$ cat src/rtl/ocx_dlx_tx_beat_que_if.sv
// Framer-to-queue handshake plus gearbox-side beat, sequence and status signals.
// The queue itself connects through the slave modport.
interface ocx_dlx_tx_beat_que_if;
  logic [63:0] fr_que_data;
  logic        fr_que_valid;
  logic        que_fr_ready;
  logic        ctl_que_run;
  logic        ctl_que_flush;
  logic [6:0]  ctl_gb_seq;
  logic        ctl_gb_stall;
  logic [63:0] que_gb_data;
  logic        que_gb_odd;
  logic        que_err_underrun;

  modport master (
    output fr_que_data, fr_que_valid, ctl_que_run, ctl_que_flush,
    input  que_fr_ready, ctl_gb_seq, ctl_gb_stall, que_gb_data, que_gb_odd, que_err_underrun
  );

  modport slave (
    input  fr_que_data, fr_que_valid, ctl_que_run, ctl_que_flush,
    output que_fr_ready, ctl_gb_seq, ctl_gb_stall, que_gb_data, que_gb_odd, que_err_underrun
  );
endinterface

$ cat src/rtl/ocx_dlx_tx_beat_que.sv
// 4-deep TX beat queue and 66-state gearbox sequencer; a written beat reaches head on the next advance.
// Ready drops only when full; the two header-slot stalls per 66 cycles hold head and let the queue fill.
module ocx_dlx_tx_beat_que (
  input  logic                        dlx_clk,
  input  logic                        dlx_reset,
  ocx_dlx_tx_beat_que_if.slave        bus
);

  logic [6:0]  seq_q;
  logic [63:0] mem_q [4];
  logic [1:0]  rd_ptr_q;
  logic [1:0]  wr_ptr_q;
  logic [2:0]  count_q;
  logic [63:0] head_q;
  logic        odd_q;
  logic        underrun_q;

  logic        stall;
  logic        empty;
  logic        adv;
  logic        push;
  logic        pop;
  logic [63:0] head_nxt;

  assign stall    = (seq_q[6:1] == 6'd32);
  assign empty    = (count_q == 3'd0);
  assign adv      = bus.ctl_que_run & ~stall;
  assign push     = bus.fr_que_valid & bus.que_fr_ready & ~bus.ctl_que_flush;
  assign pop      = adv & ~empty & ~bus.ctl_que_flush;
  // Head only ever sees registered FIFO contents, so a same-cycle write is never bypassed.
  assign head_nxt = empty ? 64'h0 : mem_q[rd_ptr_q];

  assign bus.que_fr_ready     = ~dlx_reset & (count_q != 3'd4);
  assign bus.ctl_gb_seq       = seq_q;
  assign bus.ctl_gb_stall     = stall;
  assign bus.que_gb_data      = head_q;
  assign bus.que_gb_odd       = odd_q;
  assign bus.que_err_underrun = underrun_q;

  // The sequence runs regardless of run/flush so training sees a live gearbox count.
  always_ff @(posedge dlx_clk) begin
    if (dlx_reset)            seq_q <= 7'd0;
    else if (seq_q == 7'd65)  seq_q <= 7'd0;
    else                      seq_q <= seq_q + 7'd1;
  end

  always_ff @(posedge dlx_clk) begin
    if (push) mem_q[wr_ptr_q] <= bus.fr_que_data;
  end

  always_ff @(posedge dlx_clk) begin
    if (dlx_reset || bus.ctl_que_flush) begin
      rd_ptr_q <= 2'd0;
      wr_ptr_q <= 2'd0;
      count_q  <= 3'd0;
      head_q   <= 64'h0;
      odd_q    <= 1'b0;
    end else begin
      if (push) wr_ptr_q <= wr_ptr_q + 2'd1;
      if (pop)  rd_ptr_q <= rd_ptr_q + 2'd1;
      count_q <= count_q + {2'b00, push} - {2'b00, pop};
      if (adv) begin
        head_q <= head_nxt;
        odd_q  <= ^head_nxt;
      end
    end
  end

  // Sticky until reset; flush deliberately leaves it alone.
  always_ff @(posedge dlx_clk) begin
    if (dlx_reset)                                 underrun_q <= 1'b0;
    else if (adv && empty && !bus.ctl_que_flush)   underrun_q <= 1'b1;
  end

endmodule

$ cat src/flat_wrapper.sv
// flat-port wrapper written by rule: the top's interface ports become plain ports
module ocx_dlx_tx_beat_que_flat 
  (dlx_clk, dlx_reset, bus_fr_que_data, bus_fr_que_valid, bus_ctl_que_run, bus_ctl_que_flush, bus_que_fr_ready, bus_ctl_gb_seq, bus_ctl_gb_stall, bus_que_gb_data, bus_que_gb_odd, bus_que_err_underrun);
  ocx_dlx_tx_beat_que_if bus_i ();
  input  logic dlx_clk;
  input  logic dlx_reset;
  input wire logic [$bits(bus_i.fr_que_data)-1:0] bus_fr_que_data;
  input wire logic [$bits(bus_i.fr_que_valid)-1:0] bus_fr_que_valid;
  input wire logic [$bits(bus_i.ctl_que_run)-1:0] bus_ctl_que_run;
  input wire logic [$bits(bus_i.ctl_que_flush)-1:0] bus_ctl_que_flush;
  output wire logic [$bits(bus_i.que_fr_ready)-1:0] bus_que_fr_ready;
  output wire logic [$bits(bus_i.ctl_gb_seq)-1:0] bus_ctl_gb_seq;
  output wire logic [$bits(bus_i.ctl_gb_stall)-1:0] bus_ctl_gb_stall;
  output wire logic [$bits(bus_i.que_gb_data)-1:0] bus_que_gb_data;
  output wire logic [$bits(bus_i.que_gb_odd)-1:0] bus_que_gb_odd;
  output wire logic [$bits(bus_i.que_err_underrun)-1:0] bus_que_err_underrun;
  assign bus_i.fr_que_data = bus_fr_que_data;
  assign bus_i.fr_que_valid = bus_fr_que_valid;
  assign bus_i.ctl_que_run = bus_ctl_que_run;
  assign bus_i.ctl_que_flush = bus_ctl_que_flush;
  assign bus_que_fr_ready = bus_i.que_fr_ready;
  assign bus_ctl_gb_seq = bus_i.ctl_gb_seq;
  assign bus_ctl_gb_stall = bus_i.ctl_gb_stall;
  assign bus_que_gb_data = bus_i.que_gb_data;
  assign bus_que_gb_odd = bus_i.que_gb_odd;
  assign bus_que_err_underrun = bus_i.que_err_underrun;
  ocx_dlx_tx_beat_que u_core (.dlx_clk(dlx_clk), .dlx_reset(dlx_reset), .bus(bus_i));
endmodule
$ cat config.mk
export PLATFORM = sky130hd
export DESIGN_NAME = ocx_dlx_tx_beat_que_flat
export DESIGN_NICKNAME = d
export VERILOG_FILES = /design/src/rtl/ocx_dlx_tx_beat_que_if.sv /design/src/rtl/ocx_dlx_tx_beat_que.sv /design/src/flat_wrapper.sv
export SDC_FILE = /design/constraint.sdc
export NUM_CORES = 1
export LEC_CHECK = 0
export ABC_AREA = 1
export CORE_UTILIZATION = 34
export DETAILED_ROUTE_END_ITERATION = 8
export DONT_BUFFER_PORTS = 1
export SETUP_SLACK_MARGIN = 0.5
export SYNTH_ARGS = -nofsm -noshare
export SYNTH_HDL_FRONTEND = slang
export SYNTH_SLANG_ARGS = --single-unit
$ cat constraint.sdc
create_clock -name dlx_clk -period 8.7 [get_ports dlx_clk]
set_input_delay 1.74 -clock dlx_clk [delete_from_list [all_inputs] [get_ports dlx_clk]]
set_output_delay 1.74 -clock dlx_clk [all_outputs]
set_load 0.03 [all_outputs]
## Yosys cells after proc, flatten, opt, wreduce, memory -nomap -nowiden

Memory sizes are Yosys's and may differ from the RTL's. A register that Yosys moved wholly into a read port is not among the register bits.
Index checks and enable logic that the tools add are counted.

- Word-level logic and storage cells: 38
- Input bits: 69
- Bits in registers: 80
- Memories: 1
- Output and inout bits: 75
- RAM bits: 256

Memories:

| name | words | bits a word | rd ports | clocked after Yosys merged registers in | wr ports | RTL line | text |
|---|---|---|---|---|---|---|---|
| u_core.mem_q | 4 | 64 | 1 | 1 | 1 | ocx_dlx_tx_beat_que.sv:10 | `logic [63:0] mem_q [4];` |

- Add/subtract/negate cells: 5
- Bitwise logic cells: 10
- Reductions and logical operators: 7
- Multiplexer cells: 5
- Equal/unequal tests: 3

Operators by type and width:

| operator | number |
|---|---|
| two-way mux 64 bit | 1 |
| XOR reduction 64 bit | 1 |
| adder 7 x 1 -> 7 bit (second input constant) | 1 |
| equality test 7 bit (second input constant) | 1 |
| AND 1 bit | 6 |
| equality test 6 bit (second input constant) | 1 |
| adder 2 x 1 -> 2 bit (second input constant) | 2 |
| two-way mux 2 bit | 2 |
| NOT 1 bit | 4 |
| adder 3 x 1 -> 3 bit | 1 |
| logical NOT 3 bit | 1 |
| inequality test 3 bit (second input constant) | 1 |
| subtractor 3 x 1 -> 3 bit | 1 |
| logical AND 1 bit | 2 |
| two-way mux 1 bit | 2 |
| OR reduction 2 bit | 1 |
| logical NOT 1 bit | 1 |
| logical OR 1 bit | 1 |

## Depth between registers and ports, before layout

Gate-level depths: netlist (run 1).

- Word-level depth: 7
- Gate-level depth with buffers: 23
- Mapped depth without buffers: 22

## Worst setup path before layout (run 1)

OpenSTA, ideal clock, no wires.

- Path kind: input -> register
- From: in dlx_reset
- To: mem u_core.mem_q[0][0], enable pin
- Data required time: 8213 ps
- Arrival: 5143 ps
- Slack: 3071 ps
- Stages: 4
- Buffers on the path: 1
- Library setup time: 487 ps
- Cells stage by stage: nor2_1 > clkbuf_1 > nand2_1 > nor2_1

- Cells in the longest elaborated chain, start to end: 6

Ends and longest elaborated chain:

| item | RTL line | text |
|---|---|---|
| start, declared | flat_wrapper.sv:6 | `input logic dlx_reset;` |
| NOT 1 bit | ocx_dlx_tx_beat_que.sv:33 | `assign bus.que_fr_ready = ~dlx_reset & (count_q != 3'd4);` |
| AND 1 bit | ocx_dlx_tx_beat_que.sv:33 |  |
| AND 1 bit (2 in a row) | ocx_dlx_tx_beat_que.sv:28 | `assign push = bus.fr_que_valid & bus.que_fr_ready & ~bus.ctl_que_flush;` |
| two-way mux 1 bit | ocx_dlx_tx_beat_que.sv:48 | `if (push) mem_q[wr_ptr_q] <= bus.fr_que_data;` |
| two-way mux 1 bit (implied by the code) | ocx_dlx_tx_beat_que.sv:48 |  |
| end, declared | ocx_dlx_tx_beat_que.sv:10 |  |

No other way between the ends.

## Worst setup path in the final report (run 1)

- From: in dlx_reset
- To: mem u_core.mem_q[0][54], enable pin

Same word-level chain as after synthesis.

==> results of run 1 <==
==> metrics by stage <==
step	cell area, um2	hold slack [ps]	worst slack, ps
global route	16500	535	4120
finish	16500	491	4600
CTS	16500	496	4560
floorplan	14700	457	3070
global placement	15200	468	4070
detailed placement	15200	482	4030
==> worst min path at each step <==
stage                             from  endpoint  slack, ps  depth (start not counted)
global route        u_core.rd_ptr_q[1]      flop        540                          1
detailed placement  u_core.rd_ptr_q[1]      flop        480                          1
global placement    u_core.rd_ptr_q[1]      flop        470                          1
floorplan           u_core.rd_ptr_q[1]      flop        460                          1
finish              u_core.rd_ptr_q[1]      flop        490                          1
CTS                 u_core.rd_ptr_q[1]      flop        500                          1
==> state kept, by name (all words and copies together) (netlist names), named ones only <==
name	count
u_core.wr_ptr_q	2
u_core.bus.ctl_gb_seq	7
u_core.bus.que_gb_odd	1
u_core.mem_q	256
u_core.bus.que_gb_data	64
u_core.bus.que_err_underrun	1
u_core.count_q	3
u_core.rd_ptr_q	2
==> power by group through the flow <==
stage,Sequential (W),Clock [W],Combinational (W)
finish,0.00179,0.00164,0.000153
global route,0.00180,0.00174,0.000177
CTS,0.00180,0.00167,0.000154
detailed placement,0.00183,0,0.000153
global placement,0.00183,0,0.000150
floorplan,0.00183,0,0.000116
==> cell usage after synthesis <==
master    instances  area, um2
buf_4             2       15.0
nand4_1           7       43.8
nor4_1            2       12.5
buf_2            39        195
clkbuf_1         35        131
o21ai_1          15       75.1
o21ai_0          71        355
fa_1              1       20.0
o21a_1            1       7.51
edfxtp_1        256       7690
clkinv_1          1       3.75
o21ba_2           1       10.0
dfxtp_1          82       1640
a31o_2            1       8.76
inv_2             2       7.51
inv_1            93        349
nor2_1           52        195
a21oi_1          75        375
a31oi_1           1       6.26
nand2_1         627       2350
ha_1              8        100
xor2_1            1       8.76
nor3_1            6       30.0
nand3_1         218       1090
nor3b_1           2       15.0
==> per-layer routing <==
layer | GRT usage (%) | part of all wire (%) | vias up
met5 | 0 | 0 | -
li1 | - | - | 5344
met3 | 4.57 | 7.1 | 57
met1 | 20.7 | 43 | 4863
met4 | 4.86 | 2.2 | 0
met2 | 28.8 | 47 | 257
==> cell type report <==
class                           count  share of cell area (%)
Clock inverter                     16                   0.953
Sequential cell                   338                    56.4
Multi-Input combinational cell   1089                    28.7
Inverter                           96                    2.20
Timing Repair Buffer               10                   0.454
Tap cell                          577                    4.36
Clock buffer                       54                    6.92
==> critical path, delay by kind of cell <==
family,cells,cell delay [ps]
buffers and inverters,2,1260
and+or+nand+nor,3,1180
==> logic make-up after synthesis <==
kind of cell	share of synthesized area, %
DFF	63.3
adders and majority gates	0.815
and+or+nand+nor	25.4
xor gates and xnor gates	0.0594
AOI/OAI and AO/OA	5.69
buffers and inverters	4.76
==> run metrics, run 1 <==
outcome completed; Core Area 0.0423 mm2; setup slack, reg-to-reg 4620 ps; die width 210 um; sequential power share 50.0%; cts repair resizes 0; CTS buffer count 38; clk sinks 338; CP startpoint dlx_reset; P_sw 0.000804 W; Worst setup SP type input pin; die area 0.0442 mm2; Internal 0.00279 W; CP Data Required Time 8850 ps; crit path max-delay cell type buf_4; initial antenna violation count 0; GR Util All Layers 16.8%; reg2reg end u_core.bus.que_gb_odd; critical path fanouts, max 70; endpoints failing setup 0; Final HPWL DP 22900 um; Rel. slew slack 24.0%; area grow syn2layout 12.3%; Mapped Cells 1599; CTS H-tree depth 2; Synth Cell Area 0.0147 mm2; DR pass1 iterations 5; Synth Net Count 1677; placement row count 75; Vias 10.5k; multi-input logic area 0.00475 mm2; Pleak 6.63 nW; GP Congestion 0.755; Starting DRT DRC Count 624; drt wl/cell 17.0 um; Fin Clk Skew 30.5 ps; WL final 37000 um; I/O pin cnt 144; min-delay worst type flop to flop; post-CTS setup buffer count 0; Slew @ Worst Pin 1140 ps; Non-Filler Instances 2180; Clk pwr share 45.8%; CP Cell Sequence nor2_4 > buf_4 > nand2_1 > nor2_4 > buf_4; most common cell after layout, fill and taps aside nand2_1; slowest stage delay, CP 690 ps; Port Buffers 0; peak supply drop 120 uV; CP Capture Point u_core.mem_q[0][54]; clk buf depth 3; commonest cells after routing, fill and taps aside nand2_1, edfxtp_1, nand3_1, inv_1, dfxtp_1; cells on worst reg2reg path 20; die height 210 um; # hold bufs at CTS 0; CP Capture Type flop; FF+latch count, synth 338; first-pass GRT wire length 57100 um; Switching Share 22.4%; Starting Density 34.8%; Synth cell types 25; syn_area_per_cell 9.22 um2; Nets 1651; Routed Antenna Nets 0; min Tclk post-route 4100 ps; insertion delay to the later sink of the worst-skew pair 540 ps; Filler cells 4080; CTS tree done; Final Max Slew Viols 0; crit path kind input pin to flop; maxcap violations 0; total power per unit cell area 217 mW/mm2; RSZ-0062 raised after global routing no; data arrival time of the critical path 4250 ps; Worst-path clk slew 60 ps; Sequential Area 0.00933 mm2; Final Hold Viols 0; share of layout cells above drive strength 1 5.36%; final core occ 39.1%; Residual DRC 0; Synth warnings 0; Tcrit/Tclk final 47.2%; Pwr Total 0.00359 W; vias in the first global route 10.1k; Root Driver clkbuf_16; diode count 0; f_max 244 MHz; Post-Route Setup TNS 0 ps; GR Overflow Total 0; largest net degree at the start of global routing 131; Avg Vias per Cell 4.83; part of the power in combinational logic 4.3%; register area share after synthesis 63.3%; placed insts 2110
(Power assumes the default switching activity.)
==> inputs of run 2 (changes only) <==
==> constraint.sdc (replaced) <==
create_clock -name dlx_clk -period 3.35 [get_ports dlx_clk]
set_input_delay 0.67 -clock dlx_clk [delete_from_list [all_inputs] [get_ports dlx_clk]]
set_output_delay 0.67 -clock dlx_clk [all_outputs]
set_load 0.03 [all_outputs]
==> run metrics, run 2 (same netlist as run 1, synthesis figures left out) <==
min Tclk post-route 2600 ps; Clk pwr share 45.2%; commonest cells after routing, fill and taps aside nand2_1, edfxtp_1, nand3_1, inv_1, dfxtp_1; data arrival time of the critical path 3060 ps; endpoints failing setup 0; Reg2Reg Launch Point u_core.bus.ctl_gb_seq[5]; P_sw 0.00205 W; Filler cells 4097; first-pass GRT wire length 58300 um; Final WS setup 748 ps; Residual DRC 0; share of layout cells above drive strength 1 6.17%; multi-input logic area 0.00475 mm2; slowest stage delay, CP 440 ps; peak supply drop 280 uV; cells on worst reg2reg path 13; worst path bufs/invs 3; Port Buffers 0; hold-critical path depth 0; Final Max Slew Viols 0; insertion delay to the later sink of the worst-skew pair 530 ps; Internal 0.00721 W; crit path kind flop to flop; maxcap violations 0; most common cell after layout, fill and taps aside nand2_1; Worst Hold Slack 231 ps; initial antenna violation count 1; f_max 384 MHz; CP Cell Sequence nor3_2 > nand3_1 > nand2_1 > nor3_1 > buf_4 > ha_1 > inv_1 > ha_1 > inv_1 > fa_1 > xor2_1 > o21ai_0 > a21oi_1; Slew @ Worst Pin 744 ps; clk buf depth 3; GP Congestion 0.774; Fin Clk Skew 12.0 ps; Routed Antenna Nets 0; CTS buffer count 39; CP Capture Type flop; placement row count 75; Tcrit/Tclk final 77.7%; die area 0.0442 mm2; total power per unit cell area 550 mW/mm2; Worst setup SP type flop; drt wl/cell 17.9 um; largest net degree at the start of global routing 138; Vias 10.8k; die width 210 um; Starting DRT DRC Count 737; I/O pin cnt 144; CTS H-tree depth 2; setup slack, reg-to-reg 750 ps; Worst Hold End u_core.mem_q[1][19]; max reg flops 256; Worst-path clk slew 60 ps; die height 210 um; crit path max-delay cell type dfxtp_1; DR pass1 iterations 5; GR Overflow Total 0; Core Area 0.0423 mm2; GR Util All Layers 17.3%; CP top delay family adder cells; vias in the first global route 10.0k; DP Worst Slack 577 ps; Sequential Area 0.00934 mm2; diode count 0; Root Driver clkbuf_16; Rel. slew slack 50.4%; WL final 39300 um; Hold Startpoint bus_fr_que_data[19]; CP Data Required Time 3800 ps; RSZ-0062 raised after global routing no; outcome completed; Top reg by flops u_core.mem_q; Nets 1668; min-delay worst type input pin to flop; Pleak 6.76 nW; critical path fanouts, max 5; Switching Share 22.1%; CTS tree done; area grow syn2layout 14.2%; Starting Density 34.8%; Avg Vias per Cell 4.90; reg2reg end u_core.count_q[2]; clk sinks 338; part of the power in combinational logic 4.4%; Final Hold Viols 0; Final HPWL DP 24100 um; sequential power share 50.3%
==> run 2: cell type report <==
type | instances | share of cell area (%)
well taps | 577 | 4.29
flip-flops and latches | 338 | 55.5
repair buffers | 26 | 2.23
inverters | 96 | 2.21
clock inverters | 15 | 0.721
multi-input cells | 1089 | 28.2
clock buffers | 56 | 6.80
==> run 2: worst max path at each step <==
stage	to	start	cells past startpoint
2_1_floorplan	u_core.mem_q[0][0]	dlx_reset	4
3_3_place_gp	u_core.bus.que_gb_odd	flop	22
3_5_place_dp	u_core.count_q[2]	u_core.bus.ctl_gb_seq[6]	14
4_1_cts	u_core.count_q[2]	u_core.bus.ctl_gb_seq[6]	14
5_1_grt	u_core.bus.que_gb_odd	flop	23
6_report	u_core.count_q[2]	u_core.bus.ctl_gb_seq[5]	13
==> run 2: through the flow <==
stage	TNS, ps	utilization, %	power, W	cell area, um2	std cells
2_1_floorplan	-46740	-	0.00504	14700	1599
3_3_place_gp	0	36.5	0.00516	15500	2123
3_5_place_dp	0	36.5	0.00516	15500	2123
4_1_cts	0	39.5	0.00936	16700	2194
5_1_grt	0	39.8	0.00959	16800	2197
6_report	0	39.8	0.00926	16800	2197
==> run 2: what timing repair did <==
item                                    in CTS  in global routing
hold endpoints to repair                     0                  0
resized for setup                            0                 12
buffers inserted                             0                  0
hold buffers                                 0                  0
endpoints found under the setup margin       0                  2
==> run 2: layer usage <==
layer / track usage (%) / routed length [um] / vias to the layer above
li1: - / - / 5357
met4: 3.98 / 629 / 0
met2: 28.9 / 18500 / 294
met1: 21.9 / 16900 / 5067
met5: 0 / 0 / -
met3: 5.51 / 3350 / 52
==> run 2: power by group through the flow <==
| stage | registers, W | clock network, W | logic, W |
|---|---|---|---|
| global placement | 0.00475 | 0 | 0.000408 |
| global route | 0.00466 | 0.00445 | 0.000475 |
| floorplan | 0.00474 | 0 | 0.000301 |
| CTS | 0.00466 | 0.00429 | 0.000416 |
| detailed placement | 0.00475 | 0 | 0.000414 |
| finish | 0.00466 | 0.00419 | 0.000412 |
==> inputs of run 3 (changes only) <==
==> constraint.sdc (replaced) <==
create_clock -name dlx_clk -period 2.7 [get_ports dlx_clk]
set_input_delay 0.54 -clock dlx_clk [delete_from_list [all_inputs] [get_ports dlx_clk]]
set_output_delay 0.54 -clock dlx_clk [all_outputs]
set_load 0.03 [all_outputs]
==> run metrics, run 3 (same netlist as run 1, synthesis figures left out) <==
outcome completed; die width 210 um; # hold bufs at CTS 0; Port Buffers 0; Starting DRT DRC Count 667; most common cell after layout, fill and taps aside nand2_1; CP Data Required Time 3140 ps; total power per unit cell area 648 mW/mm2; initial antenna violation count 0; final core occ 42.5%; dpl cell area 0.0156 mm2; f_max 416 MHz; die height 210 um; length of routed met3 wiring 3410 um; Final Hold Viols 0; Tcrit/Tclk final 89.0%; Root Driver clkbuf_16; clk buf depth 3; part of the power in combinational logic 5.2%; largest net degree at the start of global routing 83; GR Util All Layers 18.7%; metal2 WL 20000 um; Nets 1710; diode count 0; Switching Share 22.4%; WL final 42300 um; DR pass1 iterations 6; Post-Route Setup TNS 0 ps; Worst-path clk slew 60 ps; Non-Filler Instances 2240; met1 WL 17800 um; share of layout cells above drive strength 1 15.8%; Starting Density 34.8%; cells on worst reg2reg path 23; min-delay worst type input pin to flop; slowest stage delay, CP 360 ps; CP Capture Type flop; Internal 0.00904 W; commonest cells after routing, fill and taps aside nand2_1, edfxtp_1, nand3_1, inv_1, a21oi_1; Worst setup SP type flop; Vias 11.1k; drt wl/cell 18.9 um; first-pass GRT wire length 62700 um; RSZ-0062 raised after global routing yes; clk sinks 338; sequential power share 49.6%; CP Capture Point u_core.bus.que_gb_odd; CTS buffer count 39; placed insts 2131; Worst Hold Slack 89.8 ps; crit path max-delay cell type dfxtp_4; Pleak 7.16 nW; peak supply drop 376 uV; Core Area 0.0423 mm2; Top reg by flops u_core.mem_q; I/O pin cnt 144; critical path fanouts, max 10; max reg flops 256; die area 0.0442 mm2; GR Overflow Total 0; P_sw 0.00261 W; Residual DRC 0; reg2reg end u_core.bus.que_gb_odd; setup slack, reg-to-reg 300 ps; placement row count 75; design area 0.0180 mm2; vias in the first global route 10.5k; Clk pwr share 45.2%; Final HPWL DP 24200 um; CP Cell Sequence buf_12 > buf_4 > bufbuf_16 > nand2_1 > nand3_1 > nand2_2 > inv_1 > nand3_1 > nand2_1 > nand2_1 > nand2_1 > nand2_1 > nand2_1 > nand2_1 > nand2_2 > inv_1 > nand2_1 > nand2_2 > inv_1 > nand2_1 > nand3_1 > nand2_1 > inv_1; min Tclk post-route 2400 ps; GP Congestion 0.794; Routed Antenna Nets 0; data arrival time of the critical path 2850 ps; Fin Clk Skew 7.86 ps; Avg Vias per Cell 4.96; Final Max Slew Viols 0; Slew @ Worst Pin 721 ps; CTS tree done; endpoints failing setup 0; insertion delay to the later sink of the worst-skew pair 540 ps; Hold Startpoint bus_fr_que_data[14]; crit path kind flop to flop; maxcap violations 0; max layer used met4; cell mode on critical path nand2_1; Rel. slew slack 51.9%; area grow syn2layout 22.1%; CTS H-tree depth 2
-- run 3: changes by cell type in the layout (fill, tap and decap cells not counted), moves of 4 or more --
cell / change
buf_12: +6
buf_16: +11
buf_4: +20
inv_1: -5
inv_2: +5
nand2_1: -58
nand2_2: +53
nand2_4: +4
nand3_1: -42
nand3_2: +40
nor2_1: -5
nor2_2: +4
-- run 3: final cells by class --
cell class              instances  area, um2
multi-input cells            1089       5200
well taps                     577        722
fillers                      4013      24300
inverters                      96        385
repair buffers                 68       1060
flip-flops and latches        338       9340
clock buffers                  51       1070
clock inverters                21        210
-- run 3: stage by stage --
step	total power [W]	setup WS (ps)
after floorplan	0.00626	357
after global placement	0.00641	246
after detailed placement	0.00642	204
after CTS	0.0117	327
after global routing	0.0121	143
final	0.0117	296
-- run 3: per-layer routing --
| layer | track usage, % | up-vias |
|---|---|---|
| li1 | - | 5459 |
| met1 | 23.7 | 5271 |
| met2 | 30.9 | 317 |
| met3 | 5.50 | 57 |
| met4 | 5.41 | 0 |
| met5 | 0 | - |
-- run 3: repair_timing --
| item | CTS | global route |
|---|---|---|
| hold endpoints to repair | 0 | 0 |
| gates resized for setup | 68 | 75 |
| endpoints found under the setup margin | 3 | 5 |
| pin swaps | 18 | 39 |
| gates cloned | 9 | 4 |
| setup buffers | 19 | 5 |
-- run 3: worst min path at each step --
| stage | end | depth (start not counted) |
|---|---|---|
| global placement | flop | 1 |
| CTS | u_core.mem_q[2][15] | 0 |
| detailed placement | flop | 1 |
| floorplan | flop | 1 |
| finish | u_core.mem_q[0][14] | 0 |
| global route | u_core.mem_q[2][13] | 0 |
-- run 3: worst max-delay path: cells and delay by family (launching register included) --
family,cells,cell delay [ps]
buffers and inverters,7,750
and+or+nand+nor,16,1180
DFF,1,360
-- run 3: power by group through the flow --
stage                     Sequential (W)  Combinational [W]  Clock, W
after detailed placement         0.00589           0.000531         0
after global placement           0.00589           0.000524         0
after floorplan                  0.00588           0.000383         0
after global routing             0.00579           0.000683   0.00559
after CTS                        0.00578           0.000575   0.00538
final                            0.00578           0.000609   0.00527
